$ cat src/rtl/calc_display_ctrl.sv
// Display back end for the calculator core: captures one serialized 8-digit
// frame into a shadow bank, commits it atomically, and scans eight common-anode digits.
module calc_display_ctrl #(
    parameter int REFRESH_DIV = 50000,
    parameter bit BLANK_ZEROS = 1'b1
) (
    input  logic       clock,
    input  logic       reset,
    input  logic [1:0] status,
    input  logic [3:0] data,
    input  logic [3:0] pos,
    output logic [7:0] an,
    output logic [6:0] seg,
    output logic       commit,
    output logic       busy
);

    typedef enum logic [1:0] {
        ST_ERROR = 2'b00,
        ST_BUSY  = 2'b01,
        ST_READY = 2'b10,
        ST_PRINT = 2'b11
    } status_e;

    localparam int             DIV_W    = $clog2(REFRESH_DIV);
    localparam logic [DIV_W-1:0] DIV_LAST = DIV_W'(REFRESH_DIV - 1);

    localparam logic [6:0] SEG_E     = 7'b0000110;
    localparam logic [6:0] SEG_R     = 7'b0101111;
    localparam logic [6:0] SEG_O     = 7'b0100011;
    localparam logic [6:0] SEG_BLANK = 7'b1111111;

    function automatic logic [6:0] bcd_to_seg(input logic [3:0] v);
        case (v)
            4'd0:    return 7'b1000000;
            4'd1:    return 7'b1111001;
            4'd2:    return 7'b0100100;
            4'd3:    return 7'b0110000;
            4'd4:    return 7'b0011001;
            4'd5:    return 7'b0010010;
            4'd6:    return 7'b0000010;
            4'd7:    return 7'b1111000;
            4'd8:    return 7'b0000000;
            4'd9:    return 7'b0010000;
            default: return SEG_BLANK;
        endcase
    endfunction

    logic [3:0]       r_shadow [8];
    logic [3:0]       r_disp   [8];
    logic [3:0]       w_shadow_next [8];
    logic [3:0]       r_pos_q;
    status_e          r_status_q;
    logic             r_commit;
    logic             r_busy;
    logic [DIV_W-1:0] r_div;
    logic [2:0]       r_sel;
    logic [7:0]       r_an;
    logic [6:0]       r_seg;

    logic             w_cap;
    logic             w_commit;
    logic [3:0]       w_pos_m1;
    logic [7:0]       w_lead;
    logic [7:0]       w_digit_blank;
    logic [6:0]       w_seg_next;

    assign w_pos_m1 = pos - 4'd1;
    assign w_cap    = (status == ST_PRINT) && (pos != r_pos_q) &&
                      (pos >= 4'd1) && (pos <= 4'd8);
    assign w_commit = (r_status_q == ST_PRINT) && (status == ST_READY);

    // Fold a same-cycle capture into the bank that is about to be committed.
    always_comb begin
        for (int k = 0; k < 8; k++) w_shadow_next[k] = r_shadow[k];
        if (w_cap) w_shadow_next[w_pos_m1[2:0]] = data;
    end

    // NOTE: both digit banks are reset explicitly so a frame aborted by reset
    // can never leak into the next commit; they are small enough to be plain flops.
    always_ff @(posedge clock or negedge reset) begin
        if (!reset) begin
            for (int k = 0; k < 8; k++) begin
                r_shadow[k] <= 4'd0;
                r_disp[k]   <= 4'd0;
            end
            r_pos_q    <= 4'd0;
            r_status_q <= ST_READY;
            r_commit   <= 1'b0;
            r_busy     <= 1'b0;
        end else begin
            r_pos_q    <= pos;
            r_status_q <= status_e'(status);
            r_commit   <= w_commit;
            r_busy     <= (status == ST_BUSY);
            for (int k = 0; k < 8; k++) begin
                if (w_commit) begin
                    r_disp[k]   <= w_shadow_next[k];
                    r_shadow[k] <= 4'd0;
                end else begin
                    r_shadow[k] <= w_shadow_next[k];
                end
            end
        end
    end

    // A digit is a leading zero when it and everything above it carry no numeral.
    always_comb begin
        w_lead[7] = (r_disp[7] == 4'd0) || (r_disp[7] > 4'd9);
        for (int k = 6; k >= 0; k--)
            w_lead[k] = w_lead[k+1] && ((r_disp[k] == 4'd0) || (r_disp[k] > 4'd9));
        for (int k = 0; k < 8; k++)
            w_digit_blank[k] = (r_disp[k] > 4'd9) || (BLANK_ZEROS && (k != 0) && w_lead[k]);
    end

    always_comb begin
        w_seg_next = SEG_BLANK;
        if (status == ST_ERROR) begin
            case (r_sel)
                3'd3:      w_seg_next = SEG_E;
                3'd2:      w_seg_next = SEG_R;
                3'd1:      w_seg_next = SEG_R;
                3'd0:      w_seg_next = SEG_O;
                default:   w_seg_next = SEG_BLANK;
            endcase
        end else if (!w_digit_blank[r_sel]) begin
            w_seg_next = bcd_to_seg(r_disp[r_sel]);
        end
    end

    always_ff @(posedge clock or negedge reset) begin
        if (!reset) begin
            r_div <= '0;
            r_sel <= 3'd0;
            r_an  <= 8'hFF;
            r_seg <= SEG_BLANK;
        end else begin
            if (r_div == DIV_LAST) begin
                r_div <= '0;
                r_sel <= r_sel + 3'd1;
            end else begin
                r_div <= r_div + 1'b1;
            end
            r_an  <= ~(8'h01 << r_sel);
            r_seg <= w_seg_next;
        end
    end

    assign an     = r_an;
    assign seg    = r_seg;
    assign commit = r_commit;
    assign busy   = r_busy;

endmodule
$ cat config.mk
export PLATFORM = sky130hd
export DESIGN_NAME = calc_display_ctrl
export DESIGN_NICKNAME = d
export VERILOG_FILES = /design/src/rtl/calc_display_ctrl.sv
export SDC_FILE = /design/constraint.sdc
export NUM_CORES = 1
export LEC_CHECK = 0
export BUFFER_PORTS_ARGS = -buffer_cell sky130_fd_sc_hd__clkbuf_2
export CORE_MARGIN = 10
export CORE_UTILIZATION = 52
export CTS_CLUSTER_DIAMETER = 80
export DETAILED_ROUTE_END_ITERATION = 8
export PLACE_DENSITY_LB_ADDON = 0.05
export SLEW_MARGIN = 20
export SYNTH_ARGS = -nofsm -noshare
export SYNTH_HDL_FRONTEND = slang
export SYNTH_SLANG_ARGS = --single-unit
$ cat constraint.sdc
create_clock -name clock -period 4.4 [get_ports clock]
set_clock_uncertainty 0.05 [all_clocks]
set_input_delay 0.44 -clock clock [delete_from_list [all_inputs] [get_ports clock]]
set_output_delay 0.44 -clock clock [all_outputs]
set_load 0.02 [all_outputs]
### Word-level counts from Yosys, hierarchy flattened

Memories as Yosys holds them, arrays and structs flattened.
Cells that the tools add are included.

* shift operators: 1
* magnitude comparators: 14
* eq/ne operators: 9
* bitwise logic cells: 3
* mux-type cells: 21
* add/sub/neg operators: 3
* reduce and logical (&&, ||, !) cells: 35

Operators with widths (count)
* 2-to-1 mux 4 bit: 11
* bitwise mux 32 bit: 1
* greater-than comparator 4 bit, second input constant: 8
* 2-to-1 mux 32 bit: 1
* zero test 4 bit: 7
* one-hot mux 7 bit (3 select lines): 1
* adder 16 x 1 -> 16 bit, second input constant: 1
* equality test 16 bit, second input constant: 1
* 2-to-1 mux 16 bit: 1
* logical OR 1 bit: 14
* 2-to-1 mux 7 bit: 2
* binary-select mux 4 bit (select 3 bit): 1
* demux 4 bit (select 3 bit): 1
* logical AND 1 bit: 11
* >= comparator 4 bit, second input constant: 2
* inverter 3 -> 4 bit: 2
* inverter 8 bit: 1
* << shifter 1 x 3 -> 8 bit, first input constant: 1
* equality test 2 bit, second input constant: 3
* equality test 3 x 2 -> 1 bit, second input constant: 2
* >= comparator 4 x 1 -> 1 bit, second input constant: 1
* less-or-equal comparator 4 bit, second input constant: 1
* < comparator 3 x 4 -> 1 bit, second input constant: 1
* < comparator 4 x 1 -> 1 bit, second input constant: 1
* other kinds (10): 10

* memories kept: 1
* bits in registers: 106
* output and inout bits: 17
* input bits: 12
* bits in read-only memories: 112

Memory list
* (no name shown): depth 16, bits a word 7, rd ports 1, clocked after memory_dff 0, wr ports 0, RTL line 34 `case (v)`

### Logic depth before layout (Yosys ltp)

Gate-level depths: netlist of the first run.

* word-level depth: 13
* gate-level depth with buffers: 9
* gate-level depth less buffers: 8

### Least setup slack after synthesis of the first run

No wires, ideal clock.

* path type: register to register
* from: register r_sel[0]
* to: register r_seg[4], in the netlist seg[4]
* path slack: 2.066 ns
* library setup time: 0.078 ns
* arrival time: 2.206 ns
* cell stages (with the launch flop): 9
* data required time: 4.272 ns
* period minus slack after synthesis: 2.334 ns
* buffers on the path: 1
* path through: dfrtp_1 > buf_6 > mux4_1 > mux2_2 > ha_1 > mux2_2 > a22oi_1 > a21oi_1 > o22ai_1

* longest elaborated chain between the ends: 7

Ends and longest elaborated chain
* from (decl): RTL line 57 `logic [2:0] r_sel;`
* from (signal assigned): RTL line 140 `r_sel <= r_sel + 3'd1;`
* inverter 3 -> 4 bit (implied by the code): RTL line 127 `w_seg_next = bcd_to_seg(r_disp[r_sel]);`
* binary-select mux 4 bit (select 3 bit): RTL line 127
* 2-to-1 mux 4 bit (implied by the code) (2 in series): RTL line 127
* memory read (16 x 7 bit)
* 2-to-1 mux 7 bit: RTL line 126 `end else if (!w_digit_blank[r_sel]) begin`
* 2-to-1 mux 7 bit (*): RTL line 118 `if (status == ST_ERROR) begin`
* named net w_seg_next[4]: RTL line 66 `logic [6:0] w_seg_next;`
* to (signal assigned): RTL line 145 `r_seg <= w_seg_next;`
* to (decl): RTL line 59 `logic [6:0] r_seg;`

Mark *: on every way through the listed nets, which the timed path passes. The rest lies on a longest branch. The select of a mux whose other input is x is not followed.
A chain may end at the register's enable or synchronous reset.

### Worst setup path after layout of the first run

* from: register r_sel[0]
* to: register r_seg[3], in the netlist seg[3]

Same word-level chain as after synthesis.

==> key figures, run 1 <==
Status
  • Result of the run: complete, no violations

Clocking
  • Maximum number of buffers from clock root to sink: 2
  • Worst skew pair latency: 0.38 ns
  • Sink count of the clock tree: roughly 110
  • Hold-fix buffers at CTS: 0
  • H-tree Lvls: 3
  • Clock tree from TritonCTS: built
  • CTS Root Cell: sky130_fd_sc_hd__clkbuf_8
  • Inserted Clock Buffers: 9
  • Post-CTS setup buffers: 0
  • Number of cells upsized or downsized after cts: 0
  • Clock transition at the registers of the reported paths: 0.10 ns

Global routing
  • Overflow left after global routing: 0
  • Global-route usage over all layers: ~15%
  • Initial antenna violation count: 0
  • Pin count of the biggest net entering global routing: 80
  • First-pass GRT wire length: around 16 mm
  • Vias in the first global route: approximately 3200

Power and ir drop
  • Leakage dissipation: 2.68 nW
  • Psw: 0.000595 W
  • Share of total power consumed by net switching: between 20% and 30%
  • P_int: 0.00144 W
  • Pwr Density: 386 nW/um^2
  • Share of power burned in the clock network: 28.0%
  • Total Power: slightly above 0.002 W
  • Peak ir drop on the vdd network: 0.205 mV
  • Fraction of power consumed by sequential logic: a little under three fifths
  • Proportion of power drawn by combinational gates: 16.1%

Placement
  • Worst slack at placement: between 1.5 and 2 ns
  • Dpl cells: 570
  • Port Buffer Count: 28
  • Gpl congestion: slightly above 0.8
  • Placed wire-length estimate: approximately 6.7 mm

Min path
  • Type of the most critical hold path: input port to register

STA
  • Slew HR: a little under a third
  • Share of the cycle needed by the critical path after routing: 60.3%
  • RSZ-0062 raised after global routing: false
  • Final setup viols: 0
  • Aggregate negative setup slack: 0 ns
  • Fin. max-slew vios: 0
  • Achievable frequency: 377 MHz
  • Final count of hold timing violations: 0
  • Actual transition at the worst max-transition pin: 1.03 ns
  • Post-route worst setup slack: 1.75 ns
  • Final min period: ~2.7 ns

Synthesis
  • Net Count, Synth: 472
  • Count of warnings emitted by yosys: 0
  • Post-synthesis cell count: 446
  • Most used flip-flop cell after synthesis: sky130_fd_sc_hd__dfrtp_1
  • Total of flip-flops plus latches after synthesis: 106
  • Share of the synthesized area in the top cell type: 46.3%
  • Fraction of synthesis flops using an asynchronous set or reset pin: 100%
  • Most common cell in the netlist: sky130_fd_sc_hd__dfrtp_1
  • Sequential element share of the synthesized area: 55.0%
  • Largest cells by area after synthesis: sky130_fd_sc_hd__dfrtp_1, sky130_fd_sc_hd__dfstp_2, sky130_fd_sc_hd__mux2i_1
  • Post-Synthesis Mean Instance Area: 10.9 um^2
  • Syn Std Cell Area: 4860 um^2
  • Top cell types by occurrence after synthesis: sky130_fd_sc_hd__dfrtp_1, sky130_fd_sc_hd__nor2_1, sky130_fd_sc_hd__nand2_1
  • Cell type with the largest total area after synthesis: sky130_fd_sc_hd__dfrtp_1
  • Count of cell types in the netlist: 44
  • Count of flip-flops with a built-in enable after synthesis: 0

Run
  • Max-capacitance violation count: 0

Worst setup path
  • Largest fanout on the critical path: 15
  • Crit path arrival time: 2.91 ns
  • Kind of end point of the critical path: register
  • Startpoint-to-endpoint class of the critical path: register to register
  • Startpoint types: register
  • Slowest cell on crit path: sky130_fd_sc_hd__dfrtp_1
  • Cell chain of the critical path: mux4_1 -> mux2i_1 -> nor2_1 -> o21ai_0 -> o21ai_0 -> a21boi_1
  • Stage delay of the slowest cell on the critical path: 0.72 ns
  • Buf+Inv Stages, Crit Path: 0
  • Library cell appearing most often on the critical path: sky130_fd_sc_hd__o21ai_0
  • Top Family by Delay on Critical Path: multiplexers
  • Required time worst endpoint: 4.65 ns

Die
  • Horiz. Die Dim: 117 um
  • Count of pins on the block boundary: 29
  • Placeable Area: 9150 um^2
  • Die Outline Area: 13600 um^2
  • Total number of placement rows: 35
  • Initial core utilization: 53.1%
  • Floorplan die height: about 120 um

Detailed routing
  • Routed length per instance: 16.2 um
  • Router iterations before antenna repair: 5
  • Routed Antenna Nets: 0
  • Residual DRC: 0
  • Total number of vias: 3177
  • Routed WL: 9.48 mm
  • First DRT Iteration DRCs: 112
  • Vias per cell: about 5.4

Finish
  • Post-layout nets: 496
  • Number of antenna repair diodes: 0
  • Number of cells in the finished layout apart from fillers: roughly 590
  • Area growth from synthesis to layout: 8.54%
  • Final core area utilization: between 50% and 60%
  • Proportion of layout cells with a drive suffix above 1: 14.7%
-- metal layers --
metal | wire length (um) | share of wire (%) | GRT usage [%] | vias to the layer above
met4 | 107 | 1.1 | 4.94 | 0
met3 | 349 | 3.7 | 3.70 | 8
met2 | 4420 | 47 | 24.1 | 56
met5 | 0 | 0 | 0 | -
li1 | - | - | - | 1595
met1 | 4600 | 49 | 20.4 | 1518
-- cell families (layout without fill, tap and decap cells) --
group	after synthesis	in the layout	share of synthesized area (%)
AOI/OAI and AO/OA	74	74	8.95
xor gates and xnor gates	22	22	3.96
adders and majority gates	14	14	3.60
buffers and inverters	31	60	2.55
DFF	106	106	55.0
muxes	45	45	12.0
and+or+nand+nor	154	154	14.0
-- final cells by class --
class,instances,area [um^2]
clock inverters,5,45.0
well taps,111,139
inverters,13,48.8
clock buffers,11,141
repair buffers,31,165
flip-flops and latches,106,2670
multi-input cells,309,2070
fillers,830,3870
-- per-stage QoR --
stage	cell area, um^2	hold slack (ns)
after floorplan	4860	0.0944
after global placement	5090	0.396
after detailed placement	5090	0.400
after CTS	5280	0.127
after global routing	5280	0.133
final	5280	0.145
-- registers in the layout (all words and copies together), names as in the netlist --
name / count
r_pos_q: 4
r_shadow: 32
busy: 1
r_status_q: 2
r_sel: 3
r_disp: 32
r_div: 16
seg: 7
an: 8
commit: 1
-- power by group through the flow --
| stage | logic [W] | registers, W | clock network (W) |
|---|---|---|---|
| floorplan | 0.000215 | 0.00116 | 0 |
| global placement | 0.000325 | 0.00116 | 0 |
| detailed placement | 0.000331 | 0.00116 | 0 |
| CTS | 0.000332 | 0.00114 | 0.000591 |
| global route | 0.000376 | 0.00115 | 0.000628 |
| finish | 0.000329 | 0.00114 | 0.000570 |
-- cell usage in the layout (no fill, tap or decap), types with 2 or more instances in the layout --
| cell | netlist | routed |
|---|---|---|
| sky130_fd_sc_hd__clkbuf_8 | 0 | 10 |
| sky130_fd_sc_hd__o221ai_1 | 2 | 2 |
| sky130_fd_sc_hd__dfstp_2 | 16 | 16 |
| sky130_fd_sc_hd__xor2_1 | 13 | 13 |
| sky130_fd_sc_hd__mux2i_1 | 34 | 34 |
| sky130_fd_sc_hd__nor2b_1 | 3 | 3 |
| sky130_fd_sc_hd__or4_1 | 6 | 6 |
| sky130_fd_sc_hd__and3_1 | 3 | 3 |
| sky130_fd_sc_hd__nor4b_1 | 2 | 2 |
| sky130_fd_sc_hd__o211ai_1 | 3 | 3 |
| sky130_fd_sc_hd__clkbuf_2 | 0 | 27 |
| sky130_fd_sc_hd__nand3_1 | 11 | 11 |
| sky130_fd_sc_hd__nor3_1 | 5 | 5 |
| sky130_fd_sc_hd__inv_1 | 12 | 11 |
| sky130_fd_sc_hd__mux4_1 | 8 | 8 |
| sky130_fd_sc_hd__nor2_1 | 59 | 59 |
| sky130_fd_sc_hd__xnor2_1 | 9 | 9 |
| sky130_fd_sc_hd__nand2_1 | 55 | 55 |
| sky130_fd_sc_hd__buf_4 | 0 | 4 |
| sky130_fd_sc_hd__dfrtp_1 | 90 | 90 |
| sky130_fd_sc_hd__a21oi_1 | 8 | 8 |
| sky130_fd_sc_hd__ha_1 | 14 | 14 |
| sky130_fd_sc_hd__inv_6 | 0 | 2 |
| sky130_fd_sc_hd__o21ai_0 | 46 | 46 |
| sky130_fd_sc_hd__o21ai_1 | 2 | 2 |
| sky130_fd_sc_hd__a22oi_1 | 3 | 3 |
| sky130_fd_sc_hd__mux2_2 | 3 | 3 |
| sky130_fd_sc_hd__nand4_1 | 4 | 4 |
-- path summary, 6_finish.rpt --
kind	start	cells past startpoint	endpoint	slack, ns
max reg2reg	r_sel[0]$_DFFE_PN0N_	6	seg[3]$_DFF_PN1_	1.75
min	status[1]	1	r_status_q[1]$_DFF_PN1_	0.14
min in group asynchronous	reset	1	r_shadow[21]$_DFF_PN0_	0.16
min reg2reg	r_div[0]$_DFF_PN0_	1	r_div[0]$_DFF_PN0_	0.41
max	r_sel[0]$_DFFE_PN0N_	6	seg[3]$_DFF_PN1_	1.75
max in group asynchronous	reset	2	r_disp[12]$_DFFE_PN0P_	3.24
Power figures use the tool's default switching activity.
==> inputs of run 2 (changes only) <==
--- a/config.mk
+++ b/config.mk
@@ -5,6 +5,7 @@
 export SDC_FILE = /design/constraint.sdc
 export NUM_CORES = 1
 export LEC_CHECK = 0
+export ABC_AREA = 1
 export BUFFER_PORTS_ARGS = -buffer_cell sky130_fd_sc_hd__clkbuf_2
 export CORE_MARGIN = 10
 export CORE_UTILIZATION = 52
==> constraint.sdc (replaced) <==
create_clock -name clock -period 2.73 [get_ports clock]
set_clock_uncertainty 0.05 [all_clocks]
set_input_delay 0.273 -clock clock [delete_from_list [all_inputs] [get_ports clock]]
set_output_delay 0.273 -clock clock [all_outputs]
set_load 0.02 [all_outputs]
==> run 2 against run 1 <==
Combinational power increased to 2.8 times the previous value. Sequential share of layout area shrank 4.2 points. Die area increased by 5.6%. Total power rose by 97%. Synthesized cell count rose by 44%. Routed wire length is 18% higher. Hold slack got worse by 0.099 ns. Non-clock buffer count increased by 9. Core utilization up 1.5 points. Via count up 30%. Sequential cell count is the same. Largest cell class unchanged. Largest power group unchanged.
==> key figures, run 2 <==
Status
  • Result of the run: complete, no violations

STA
  • Post-route worst setup slack: 0.351 ns
  • Actual transition at the worst max-transition pin: between 0.5 and 0.6 ns
  • Share of the cycle needed by the critical path after routing: 87.1%
  • Final min period: 2.38 ns
  • Fin. max-slew vios: 0
  • Slew HR: 64.3%
  • Achievable frequency: 420 MHz
  • Aggregate negative setup slack: 0 ns
  • Final setup viols: 0
  • Final count of hold timing violations: 0
  • RSZ-0062 raised after global routing: false

Synthesis
  • Syn Std Cell Area: 5190 um^2
  • Most common cell in the netlist: sky130_fd_sc_hd__nand2_1
  • Sequential element share of the synthesized area: 51.5%
  • Share of the synthesized area in the top cell type: between 40% and 50%
  • Most used flip-flop cell after synthesis: sky130_fd_sc_hd__dfrtp_1
  • Count of cell types in the netlist: 38
  • Top cell types by occurrence after synthesis: sky130_fd_sc_hd__nand2_1, sky130_fd_sc_hd__inv_1, sky130_fd_sc_hd__dfrtp_1
  • Post-Synthesis Mean Instance Area: slightly above 8 um^2
  • Count of flip-flops with a built-in enable after synthesis: 0
  • Count of warnings emitted by yosys: 0
  • Total of flip-flops plus latches after synthesis: 106
  • Net Count, Synth: 670
  • Largest cells by area after synthesis: sky130_fd_sc_hd__dfrtp_1, sky130_fd_sc_hd__nand2_1, sky130_fd_sc_hd__dfstp_2
  • Post-synthesis cell count: 644
  • Fraction of synthesis flops using an asynchronous set or reset pin: 100%
  • Cell type with the largest total area after synthesis: sky130_fd_sc_hd__dfrtp_1
  • Largest family of logic cells by synthesized area: simple AND/OR/NAND/NOR gates
  • Area share of xor/xnor cells in the synthesized design: 1.52%
  • Post-Synth Simple-Gate Area: roughly 22%
  • Proportion of synthesized area in mux cells: 0%
  • Post-synthesis compound-gate area fraction: between 10% and 20%
  • Adder-cell area share of the yosys netlist: under 10%

Detailed routing
  • Total number of vias: 4120
  • Routed length per instance: 13.7 um
  • Routed Antenna Nets: 0
  • First DRT Iteration DRCs: 356
  • Router iterations before antenna repair: 4
  • Residual DRC: 0
  • Routed WL: between 10 and 15 mm
  • Vias per cell: 5.04

Worst setup path
  • Startpoint types: input port
  • Crit path arrival time: 2.58 ns
  • Largest fanout on the critical path: 8
  • Kind of end point of the critical path: register
  • Startpoint-to-endpoint class of the critical path: input port to register
  • Reg-to-reg setup timing slack: 0.36 ns
  • Required time worst endpoint: 2.93 ns

Placement
  • Dpl cells: 795
  • Worst slack at placement: 0.400 ns
  • Port Buffer Count: 28
  • Placed wire-length estimate: 7.89 mm
  • Gpl congestion: between 0.8 and 0.9

Global routing
  • Vias in the first global route: roughly 4000
  • Met2 Use GR: 26.3%
  • Met1 GRT Util: 21.1%
  • Routing usage on met3: 4.08%
  • Initial antenna violation count: 0
  • First-pass GRT wire length: 19.2 mm
  • Overflow left after global routing: 0
  • Pin count of the biggest net entering global routing: just under 70
  • Global-route usage over all layers: between 10% and 20%
  • Busiest metal layer after global routing: met2

Clocking
  • Number of cells upsized or downsized after cts: 0
  • Inserted Clock Buffers: 9
  • Worst skew pair latency: 0.38 ns
  • Clock tree from TritonCTS: built
  • Maximum number of buffers from clock root to sink: 2
  • CTS Root Cell: sky130_fd_sc_hd__clkbuf_8
  • Clock transition at the registers of the reported paths: 0.09 ns
  • H-tree Lvls: 3
  • Sink count of the clock tree: 106

Power and ir drop
  • Peak ir drop on the vdd network: 0.455 mV
  • Pwr Density: between 600 and 700 nW/um^2
  • Total Power: 0.00402 W
  • Leakage dissipation: 2.99 nW

Run
  • Max-capacitance violation count: 0

Die
  • Total number of placement rows: 36
  • Placeable Area: about 10000 um^2
  • Die Outline Area: 14400 um^2
  • Horiz. Die Dim: 120 um
  • Initial core utilization: 53.4%
  • Count of pins on the block boundary: 29
  • Floorplan die height: 120 um

Finish
  • Largest registers in the final layout: r_disp: 32 flops, r_shadow: 32 flops, r_div: 16 flops
  • Fillers: 900
  • Proportion of layout cells with a drive suffix above 1: 11.0%
  • Area growth from synthesis to layout: 10.9%
  • Post-layout nets: 705
  • Number of cells in the finished layout apart from fillers: 817
  • Number of antenna repair diodes: 0
  • Leading cell type in the layout, fill and taps excluded: sky130_fd_sc_hd__nand2_1
  • Leading cell types in the layout, fill and taps excluded: sky130_fd_sc_hd__nand2_1, sky130_fd_sc_hd__inv_1, sky130_fd_sc_hd__dfrtp_1, sky130_fd_sc_hd__o21ai_0, sky130_fd_sc_hd__nor2_1

Min path
  • Type of the most critical hold path: input port to register
[run 2: cell count changes in the layout (fill, tap and decap cells not counted), sizes merged, moves of 5 or more]
cell         delta
a21oi           +7
dlygate4sd3     +6
inv            +77
or4             -5
nand3           +7
nand2         +102
mux4            -8
o211ai          +6
mux2i          -34
xor2            -9
nor2           +22
o21ai          +44
[run 2: per-layer routing]
| metal | share of wire, % | wire (um) |
|---|---|---|
| met1 | 49 | 5450 |
| met2 | 46 | 5210 |
| met3 | 3.7 | 413 |
| met4 | 1.2 | 140 |
| met5 | 0 | 0 |
[run 2: cell type report]
class | instances | area, um^2 | area share [%]
well taps | 133 | 166 | 2.89
repair buffers | 40 | 260 | 4.52
clock buffers | 12 | 145 | 2.52
multi-input cells | 427 | 2080 | 36.1
clock inverters | 4 | 75.1 | 1.30
inverters | 95 | 357 | 6.19
flip-flops and latches | 106 | 2670 | 46.4
[run 2: worst max-delay path, cell delays in order]
cell and delay (ns):
sky130_fd_sc_hd__dlygate4sd3_1 0.54, sky130_fd_sc_hd__clkbuf_2 0.13, sky130_fd_sc_hd__inv_1 0.09, sky130_fd_sc_hd__ha_1 0.15
sky130_fd_sc_hd__inv_1 0.05, sky130_fd_sc_hd__nor2_1 0.09, sky130_fd_sc_hd__inv_1 0.08, sky130_fd_sc_hd__a21oi_1 0.16
sky130_fd_sc_hd__o311ai_2 0.17, sky130_fd_sc_hd__nor2_2 0.21, sky130_fd_sc_hd__nand2_1 0.22, sky130_fd_sc_hd__o21ai_0 0.31
sky130_fd_sc_hd__o21ai_0 0.12
[run 2: kinds of logic (layout without fill, tap and decap cells)]
family,after synthesis,count (layout)
AO/OA/AOI/OAI,128,128
buffers and inverters,111,151
XOR/XNOR,9,9
AND/OR/NAND/NOR,276,276
flip-flops,106,106
adder cells (fa/ha/maj),14,14
[run 2: report_power, final]
| group | switching, W | internal, W |
|---|---|---|
| clock | 0.000522 | 0.000542 |
| sequential | 0.000171 | 0.00186 |
| combinational | 0.000588 | 0.000331 |
[run 2: metrics by stage]
stage	instance area, um^2	utilization [%]	hold slack (ns)
global placement	5480	56.3	0.215
floorplan	5190	-	-0.0726
finish	5760	59.2	0.0459
detailed placement	5480	56.3	0.224
global route	5760	59.2	0.0389
CTS	5760	59.2	0.0219
[run 2: timing repair]
action,CTS,global route
hold buffers,6,0
endpoints found under the hold margin,27,0
setup buffers,0,0
[run 2: worst paths after layout]
kind / from / to / cells after the start
max in group asynchronous: reset / r_div[10]$_DFF_PN0_ / 3
min in group asynchronous: reset / r_shadow[10]$_DFF_PN0_ / 2
max reg2reg: r_sel[1]$_DFFE_PN0N_ / seg[0]$_DFF_PN1_ / 15
min reg2reg: r_div[13]$_DFF_PN0_ / r_div[13]$_DFF_PN0_ / 1
max: pos[1] / r_disp[21]$_DFFE_PN0P_ / 13
min: pos[0] / r_pos_q[0]$_DFF_PN0_ / 1
==> inputs of run 3 (changes only) <==
==> constraint.sdc (replaced) <==
create_clock -name clock -period 3 [get_ports clock]
set_clock_uncertainty 0.05 [all_clocks]
set_input_delay 0.3 -clock clock [delete_from_list [all_inputs] [get_ports clock]]
set_output_delay 0.3 -clock clock [all_outputs]
set_load 0.02 [all_outputs]
==> run 3 against run 2 <==
Clock power fell by 8%. Critical endpoint is now seg[0]$_DFF_PN1_. Critical path depth rose by 2. Via count fell by 1.4%. Routed wire length fell by 4.0%. Sequential power fell by 9%. Total power fell by 9.2%. Sequential share of layout area rose by 0.40 points. Largest power group unchanged. Register-to-register slack improved by 0.21 ns. Final area fell by 0.85%. First-iteration DRC count fell by 3.1%. Die area did not move.
==> key figures, run 3 (synthesis gave the netlist of run 2 again) <==
Status
  • Result of the run: complete, no violations

Clocking
  • H-tree Lvls: 3
  • CTS Root Cell: sky130_fd_sc_hd__clkbuf_8
  • Clock tree from TritonCTS: built
  • Worst skew pair latency: about 0.38 ns
  • Post-CTS setup buffers: 0
  • Inserted Clock Buffers: 9
  • Sink count of the clock tree: 106
  • Clock transition at the registers of the reported paths: about 0.1 ns
  • Maximum number of buffers from clock root to sink: 2

Global routing
  • First-pass GRT wire length: 18.7 mm
  • Overflow left after global routing: 0
  • Vias in the first global route: 3794
  • Global-route usage over all layers: 15.9%
  • Pin count of the biggest net entering global routing: 107
  • Initial antenna violation count: 0

STA
  • Actual transition at the worst max-transition pin: between 0.6 and 0.7 ns
  • Achievable frequency: 411 MHz
  • Fin. max-slew vios: 0
  • Final setup viols: 0
  • Aggregate negative setup slack: 0 ns
  • Slew HR: about three fifths
  • Post-route worst setup slack: 0.569 ns
  • Final min period: 2.43 ns
  • RSZ-0062 raised after global routing: false
  • Share of the cycle needed by the critical path after routing: 81.0%
  • Final count of hold timing violations: 0

Finish
  • Fillers: 907
  • Leading cell type in the layout, fill and taps excluded: sky130_fd_sc_hd__nand2_1
  • Largest registers in the final layout: r_disp: 32 flops, r_shadow: 32 flops, r_div: 16 flops
  • Leading cell types in the layout, fill and taps excluded: sky130_fd_sc_hd__nand2_1, sky130_fd_sc_hd__inv_1, sky130_fd_sc_hd__dfrtp_1, sky130_fd_sc_hd__o21ai_0, sky130_fd_sc_hd__nor2_1
  • Post-layout nets: between 600 and 700
  • Number of antenna repair diodes: 0
  • Area growth from synthesis to layout: 9.95%
  • Proportion of layout cells with a drive suffix above 1: 11.1%
  • Number of cells in the finished layout apart from fillers: 811

Die
  • Total number of placement rows: 36
  • Floorplan die height: 120 um
  • Initial core utilization: 53.4%
  • Count of pins on the block boundary: 29
  • Die Outline Area: between 10000 and 15000 um^2
  • Horiz. Die Dim: 120 um
  • Placeable Area: 9730 um^2

Placement
  • Placed wire-length estimate: 7.62 mm
  • Worst slack at placement: roughly 0.62 ns
  • Port Buffer Count: 28
  • Gpl congestion: 0.865
  • Dpl cells: 793

Detailed routing
  • Router iterations before antenna repair: 4
  • Top Layer Used: met4
  • Routed Antenna Nets: 0
  • Vias per cell: 5.01
  • Met3 routed wirelength: around 470 um
  • Total number of vias: 4061
  • Metal-1 WL: 5.12 mm
  • WL met2: around 5.0 mm
  • Routed length per instance: 13.3 um
  • First DRT Iteration DRCs: 345
  • Routed WL: between 10 and 15 mm
  • Residual DRC: 0

Worst setup path
  • Required time worst endpoint: ~3.3 ns
  • Worst r2r src: r_sel[1]$_DFFE_PN0N_
  • Crit path launch: r_sel[1]$_DFFE_PN0N_
  • Startpoint types: register
  • Kind of end point of the critical path: register
  • Reg-to-reg setup timing slack: roughly 0.57 ns
  • Largest fanout on the critical path: 15
  • Startpoint-to-endpoint class of the critical path: register to register
  • Crit path arrival time: 2.68 ns

Power and ir drop
  • Pwr Density: 639 nW/um^2
  • Total Power: 0.00365 W
  • Peak ir drop on the vdd network: slightly above 0.4 mV
  • Leakage dissipation: slightly below 3 nW

Min path
  • Type of the most critical hold path: input port to register
  • HP Start: pos[1]

Run
  • Max-capacitance violation count: 0
[run 3: cell count changes in the layout (fill, tap and decap cells not counted), sizes merged]
cell | previous run | this run
clkbuf | 39 | 37
inv | 92 | 93
clkinv | 3 | 4
dlygate4sd3 | 6 | 2
buf | 7 | 5
[run 3: layer usage]
metal | GRT usage [%] | vias up
li1 | - | 2098
met1 | 21.4 | 1876
met2 | 24.4 | 74
met3 | 3.84 | 13
met4 | 6.18 | 0
met5 | 0 | -
[run 3: path summary, 6_finish.rpt]
check | end | cells after the start
worst max-delay path | seg[0]$_DFF_PN1_ | 15
worst min-delay path | r_pos_q[1]$_DFF_PN0_ | 1
worst max register to register | seg[0]$_DFF_PN1_ | 15
worst min register to register | r_div[13]$_DFF_PN0_ | 1
max in group asynchronous | r_status_q[1]$_DFF_PN1_ | 3
min in group asynchronous | r_pos_q[2]$_DFF_PN0_ | 3
[run 3: per-stage QoR]
stage / area, um^2 / utilization, % / hold WS (ns)
final: 5710 / 58.7 / 0.0208
after global routing: 5710 / 58.7 / 0.00867
after CTS: 5710 / 58.7 / 0.00586
after detailed placement: 5460 / 56.1 / 0.371
after global placement: 5460 / 56.1 / 0.360
after floorplan: 5190 / - / -0.0456
[run 3: cell type report]
type / instances / area (um^2) / share of cell area [%]
Clock inverter: 6 / 88.8 / 1.56
Multi-Input combinational cell: 427 / 2080 / 36.5
Tap cell: 133 / 166 / 2.92
Sequential cell: 106 / 2670 / 46.8
Timing Repair Buffer: 34 / 205 / 3.59
Inverter: 95 / 357 / 6.25
Clock buffer: 10 / 138 / 2.41
[run 3: where the power goes]
| group | switching (W) | leakage (nW) | internal, W |
|---|---|---|---|
| sequential | 0.000147 | 1.33 | 0.00170 |
| combinational | 0.000530 | 1.54 | 0.000298 |
| clock | 0.000484 | 0.109 | 0.000494 |
| total | 0.00116 | 2.97 | 0.00249 |
[run 3: timing repair]
| item | 4_1_cts | 5_1_grt |
|---|---|---|
| hold buffers | 2 | 0 |
| hold endpoints to repair | 91 | 0 |
| resized for setup | 0 | 0 |
[run 3: critical path, cell delays in order (launching register included)]
cell and delay [ns]:
sky130_fd_sc_hd__dfrtp_1 0.65, sky130_fd_sc_hd__inv_2 0.20, sky130_fd_sc_hd__a21oi_1 0.15, sky130_fd_sc_hd__o21ai_0 0.09
sky130_fd_sc_hd__nand2_1 0.10, sky130_fd_sc_hd__nand2_1 0.07, sky130_fd_sc_hd__o21ai_2 0.09, sky130_fd_sc_hd__inv_1 0.12
sky130_fd_sc_hd__ha_1 0.21, sky130_fd_sc_hd__or2_2 0.28, sky130_fd_sc_hd__nand2_1 0.07, sky130_fd_sc_hd__nand2_1 0.05
sky130_fd_sc_hd__inv_1 0.05, sky130_fd_sc_hd__nand3_1 0.07, sky130_fd_sc_hd__nand2_1 0.07, sky130_fd_sc_hd__nand2_1 0.05
